**src/rtl/pipeline_ctrl.sv**
```systemverilog
// Central stall/flush sequencer for the five-stage pipeline: drives the four
// inter-stage register enable/flush pairs and the PC write enable.
module pipeline_ctrl #(
  parameter int CNT_W = 16
) (
  input  logic             CLK,
  input  logic             nRST,
  input  logic             ihit,
  input  logic             dhit,
  input  logic             mem_dREN,
  input  logic             mem_dWEN,
  input  logic             ex_dREN,
  input  logic [4:0]       ex_wsel,
  input  logic [4:0]       id_rs,
  input  logic [4:0]       id_rt,
  input  logic             id_halt,
  input  logic             ex_redirect,
  input  logic             wb_halt,
  output logic             pc_en,
  output logic             ifid_en,
  output logic             ifid_flush,
  output logic             idex_en,
  output logic             idex_flush,
  output logic             exmem_en,
  output logic             exmem_flush,
  output logic             memwb_en,
  output logic             memwb_flush,
  output logic             halt,
  output logic [CNT_W-1:0] stall_cnt
);

  typedef enum logic [1:0] {RUN, DRAIN, HALTED} state_t;

  state_t           state;
  logic             ihit_held;
  logic             dmem_busy;
  logic             load_use;
  logic             fetch_ok;
  logic             run_advance;
  logic [CNT_W-1:0] stall_next;

  assign dmem_busy   = (mem_dREN | mem_dWEN) & ~dhit;
  assign load_use    = ex_dREN & (ex_wsel != 5'd0) &
                       ((ex_wsel == id_rs) | (ex_wsel == id_rt));
  assign fetch_ok    = ihit | ihit_held;
  assign run_advance = ~dmem_busy & ~ex_redirect & ~load_use & fetch_ok;
  assign stall_next  = (stall_cnt == {CNT_W{1'b1}}) ? stall_cnt : stall_cnt + CNT_W'(1);

  // Priority order matters: a data-memory stall freezes everything, even a redirect.
  always_comb begin
    pc_en       = 1'b0;
    ifid_en     = 1'b0;
    ifid_flush  = 1'b0;
    idex_en     = 1'b0;
    idex_flush  = 1'b0;
    exmem_en    = 1'b0;
    exmem_flush = 1'b0;
    memwb_en    = 1'b0;
    memwb_flush = 1'b0;
    if (!nRST) begin
      ifid_flush  = 1'b1;
      idex_flush  = 1'b1;
      exmem_flush = 1'b1;
      memwb_flush = 1'b1;
    end else begin
      case (state)
        RUN: begin
          if (dmem_busy) begin
            memwb_en    = 1'b1;
            memwb_flush = 1'b1;
          end else if (ex_redirect) begin
            pc_en      = 1'b1;
            ifid_en    = 1'b1;
            ifid_flush = 1'b1;
            idex_en    = 1'b1;
            idex_flush = 1'b1;
            exmem_en   = 1'b1;
            memwb_en   = 1'b1;
          end else if (load_use) begin
            idex_en    = 1'b1;
            idex_flush = 1'b1;
            exmem_en   = 1'b1;
            memwb_en   = 1'b1;
          end else if (!fetch_ok) begin
            ifid_en    = 1'b1;
            ifid_flush = 1'b1;
            idex_en    = 1'b1;
            exmem_en   = 1'b1;
            memwb_en   = 1'b1;
          end else begin
            pc_en    = 1'b1;
            ifid_en  = 1'b1;
            idex_en  = 1'b1;
            exmem_en = 1'b1;
            memwb_en = 1'b1;
          end
        end
        DRAIN: begin
          if (dmem_busy) begin
            memwb_en    = 1'b1;
            memwb_flush = 1'b1;
          end else begin
            ifid_en    = 1'b1;
            ifid_flush = 1'b1;
            idex_en    = 1'b1;
            exmem_en   = 1'b1;
            memwb_en   = 1'b1;
          end
        end
        default: ;
      endcase
    end
  end

  // ihit_held remembers a fetch that landed while the PC was frozen by the back end.
  always_ff @(posedge CLK or negedge nRST) begin
    if (!nRST) begin
      state     <= RUN;
      ihit_held <= 1'b0;
      halt      <= 1'b0;
      stall_cnt <= '0;
    end else begin
      case (state)
        RUN: begin
          if (!pc_en) stall_cnt <= stall_next;
          if (pc_en) ihit_held <= 1'b0;
          else if (ihit) ihit_held <= 1'b1;
          if (run_advance && id_halt) state <= DRAIN;
        end
        DRAIN: begin
          ihit_held <= 1'b0;
          if (!pc_en) stall_cnt <= stall_next;
          if (wb_halt) begin
            state <= HALTED;
            halt  <= 1'b1;
          end
        end
        default: ihit_held <= 1'b0;
      endcase
    end
  end

endmodule

```
**config.mk**
```make
export PLATFORM = sky130hd
export DESIGN_NAME = pipeline_ctrl
export DESIGN_NICKNAME = d
export VERILOG_FILES = /design/src/rtl/pipeline_ctrl.sv
export SDC_FILE = /design/constraint.sdc
export NUM_CORES = 1
export LEC_CHECK = 0
export ABC_AREA = 1
export CORE_ASPECT_RATIO = 0.8
export CORE_MARGIN = 3
export CORE_UTILIZATION = 39
export CTS_CLUSTER_SIZE = 28
export DETAILED_ROUTE_END_ITERATION = 8
export GPL_TIMING_DRIVEN = 0
export PLACE_DENSITY = 0.69
export SLEW_MARGIN = 20
export SYNTH_ARGS = -nofsm -noshare
export SYNTH_HDL_FRONTEND = slang
export SYNTH_SLANG_ARGS = --single-unit
```
**constraint.sdc**
```tcl
create_clock -name CLK -period 1.75 [get_ports CLK]
set_input_delay 0.175 -clock CLK [delete_from_list [all_inputs] [get_ports CLK]]
set_output_delay 0.175 -clock CLK [all_outputs]
set_load 0.05 [all_outputs]
```
==> reports/qor.yml <==
drive_gt1_share_pct: 25.0
htreeDepth: 1
vias: 1606
rows: 19
yosysUniqueCellTypes: 28
insertion_delay_ns: 0.26
cp-start-kind: "flip-flop"
insertedDiodeCount: 0
p_leak_nw: 1.23
synth_edf_count: 0
timing.fmax_ghz: 0.578
irDropWorstVdd_v: 0.000589
grt_pass1_wl_um: 7380
area_delta_synth_final_pct: 49.3
nets: 311
ys_ff_latch: 20
pwr-share-seq_pct: 49.7
grtUsageTotal_pct: 18.5
async_flop_share_pct: 100
synthCells: 222
yosys_warnings: 0
critPathArrivalTime_ns: 1.56
dr.first_iter.drc_count: 73
synth_top_area_share_pct: 32.0
seq_area_frac_synth_pct: 32.0
post-dp-hpwl_um: 3080
clk_transition_reported_paths_ns: 0.07
ys_top_cells_by_count: "nand2_1, inv_1, dfrtp_1, nor2_1, nand4_1"
cts_tree: "built"
antenna_found_initial: 0
design_area_sq_um: 2330
setup_viol: 0
syn-cell-area_sq_um: 1560
worst_slew_pin_slew_ns: 0.899
drc: 0
firstDrtPassIters: 4
io_buffers: 50
grt_pass1_vias: 1520
crit_chain: "buf_6, nor2_4, inv_4, nor3_4, nand2_8, buf_8, inv_4, buf_8"
post-route-period-util_pct: 98.9
avgSynthCellArea_sq_um: 7.04
ios: 51
crit_type: "reg2out"
die_w_um: 76.8
synth_fp_nets: 248
crit_fanout: 5
start_util_pct: 43.0
clockPowerShare_pct: 34.0
hold_class: "reg2reg"
finalWeightedCongestion: 0.871
grt_start_max_net_pins: 21
cts_buffers: 3
maxCapViolations: 0
yosysMostFrequentCell: "nand2_1"
slowest_delay_ns: 0.38
ant_nets: 0
worst_setup_path_end_kind: "output port"
cts.sinks: 20
p_sw_mw: 0.236
fp.coreArea_sq_um: 3640
dieArea_sq_um: 4810
rsz0062_at_grt: "yes"
cp_data_required_time_ns: 1.57
synthTopCellsByArea: "dfrtp_1, nand2_1, inv_1"
slew_viol_final: 0
combPwrFrac_pct: 16.3
finish.utilization_pct: 64.2
switching_share_pct: 25.4
hold_viol: 0
clockBufferDepth: 2
slew_headroom_pct: 39.8
fp.dieH_um: 62.6
placed_area_sq_um: 2160
period_needed_ns: 1.73
p_per_area_nw_per_um2: 398
cts-root-buf: "clkbuf_8"
routed_wl_um: 4270
critPathSlowestCell: "dfrtp_1"
synth_top_area_cell: "dfrtp_1"
vias_per_cell: 4.78
outcome: "complete, no violations"
avgRoutedWirePerCell_um: 12.7
finClkSkew_ns: 0.000892
ys.flop_type: "dfrtp_1"
intPower_mw: 0.693
overflow: 0
[final cells by class]
class / instances / area [sq um]
Timing Repair Buffer: 58 / 574
Buffer: 7 / 75.1
Fill cell: 337 / 1300
Sequential cell: 20 / 505
Inverter: 38 / 148
Tap cell: 52 / 65.1
Clock buffer: 4 / 45.0
Multi-Input combinational cell: 157 / 921
[state kept, by name, indices dropped and copies added (netlist names)]
register   count
ihit_held      1
halt           1
stall_cnt     16
state          2
[critical path: cells and delay by family, from the launching register on]
family	cells	cell delay, ns
and+or+nand+nor	3	0.43
DFF	1	0.38
buffers and inverters	5	0.49
[cell usage in the layout (no fill, tap or decap), types with 2 or more instances in the layout]
cell | Yosys | final
nand2_1 | 69 | 69
dlymetal6s2s_1 | 0 | 10
clkbuf_8 | 0 | 3
nand3_1 | 12 | 11
nand2_4 | 2 | 2
nand3_2 | 8 | 7
nand4_1 | 18 | 18
inv_4 | 0 | 2
buf_4 | 1 | 12
clkbuf_2 | 0 | 2
xnor2_1 | 2 | 2
dfrtp_1 | 20 | 16
inv_1 | 31 | 29
clkdlybuf4s50_1 | 0 | 26
buf_6 | 3 | 6
nor3_2 | 2 | 4
dlygate4sd2_1 | 0 | 4
inv_2 | 6 | 6
nor2_1 | 20 | 14
nor3_4 | 2 | 2
nand2_2 | 2 | 2
nor3_1 | 4 | 2
nand3_4 | 0 | 2
nor2_4 | 1 | 3
buf_8 | 1 | 2
dfrtp_2 | 0 | 4
nor2_2 | 3 | 7
xor2_1 | 6 | 6
[timing repair]
item                       in CTS  in global routing
hold buffers                    1                  0
resized for setup              61                 23
hold endpoints to repair       20                  0
setup buffers                   3                  4
pin swaps                       6                 15
setup endpoints to repair      26                 24
[cell families after synthesis]
group                    share of synthesized area, %
buffers and inverters                            13.4
adder cells (fa/ha/maj)                         0.801
AO/OA/AOI/OAI                                   0.881
AND/OR/NAND/NOR                                  48.4
flip-flops                                       32.0
XOR/XNOR                                         4.48
[worst paths after layout]
| check | start | endpoint | slack, ns | cells past startpoint |
|---|---|---|---|---|
| setup / recovery | state[1]$_DFFE_PN0P_ | pc_en | 0.02 | 8 |
| hold / removal | halt$_DFFE_PN0P_ | halt$_DFFE_PN0P_ | 0.49 | 1 |
| setup reg to reg | stall_cnt[1]$_DFFE_PN0P_ | stall_cnt[14]$_DFFE_PN0P_ | 0.17 | 9 |
| hold reg to reg | halt$_DFFE_PN0P_ | halt$_DFFE_PN0P_ | 0.49 | 1 |
| max in group asynchronous | nRST | stall_cnt[0]$_DFFE_PN0P_ | 0.52 | 2 |
| min in group asynchronous | nRST | stall_cnt[9]$_DFFE_PN0P_ | 0.62 | 2 |
[power groups by stage]
| stage | Combinational [mW] | Clock (mW) | Sequential [mW] |
|---|---|---|---|
| 6_report | 0.151 | 0.316 | 0.462 |
| 5_1_grt | 0.167 | 0.353 | 0.462 |
| 4_1_cts | 0.152 | 0.328 | 0.462 |
| 3_5_place_dp | 0.151 | 0 | 0.471 |
| 3_3_place_gp | 0.150 | 0 | 0.471 |
| 2_1_floorplan | 0.0634 | 0 | 0.471 |
[metal layers]
layer	GRT usage (%)	wire, um
met5	0	0
met4	2.04	13
met3	4.32	306
met2	27.7	1830
met1	27.7	2120
[per-stage QoR]
step / setup WS, ns / power, mW / hold WS, ns / TNS, ns / instances
floorplan: 0.00815 / 0.534 / -0.121 / 0 / 222
global placement: -1.65 / 0.621 / 0.459 / -24.39 / 324
detailed placement: -1.65 / 0.622 / 0.465 / -24.45 / 324
CTS: -0.0595 / 0.942 / 0.487 / -0.0595 / 332
global route: -0.0669 / 0.981 / 0.501 / -0.152 / 336
finish: 0.0191 / 0.929 / 0.486 / 0 / 336
No activity file was read; power rests on OpenSTA's default activity.
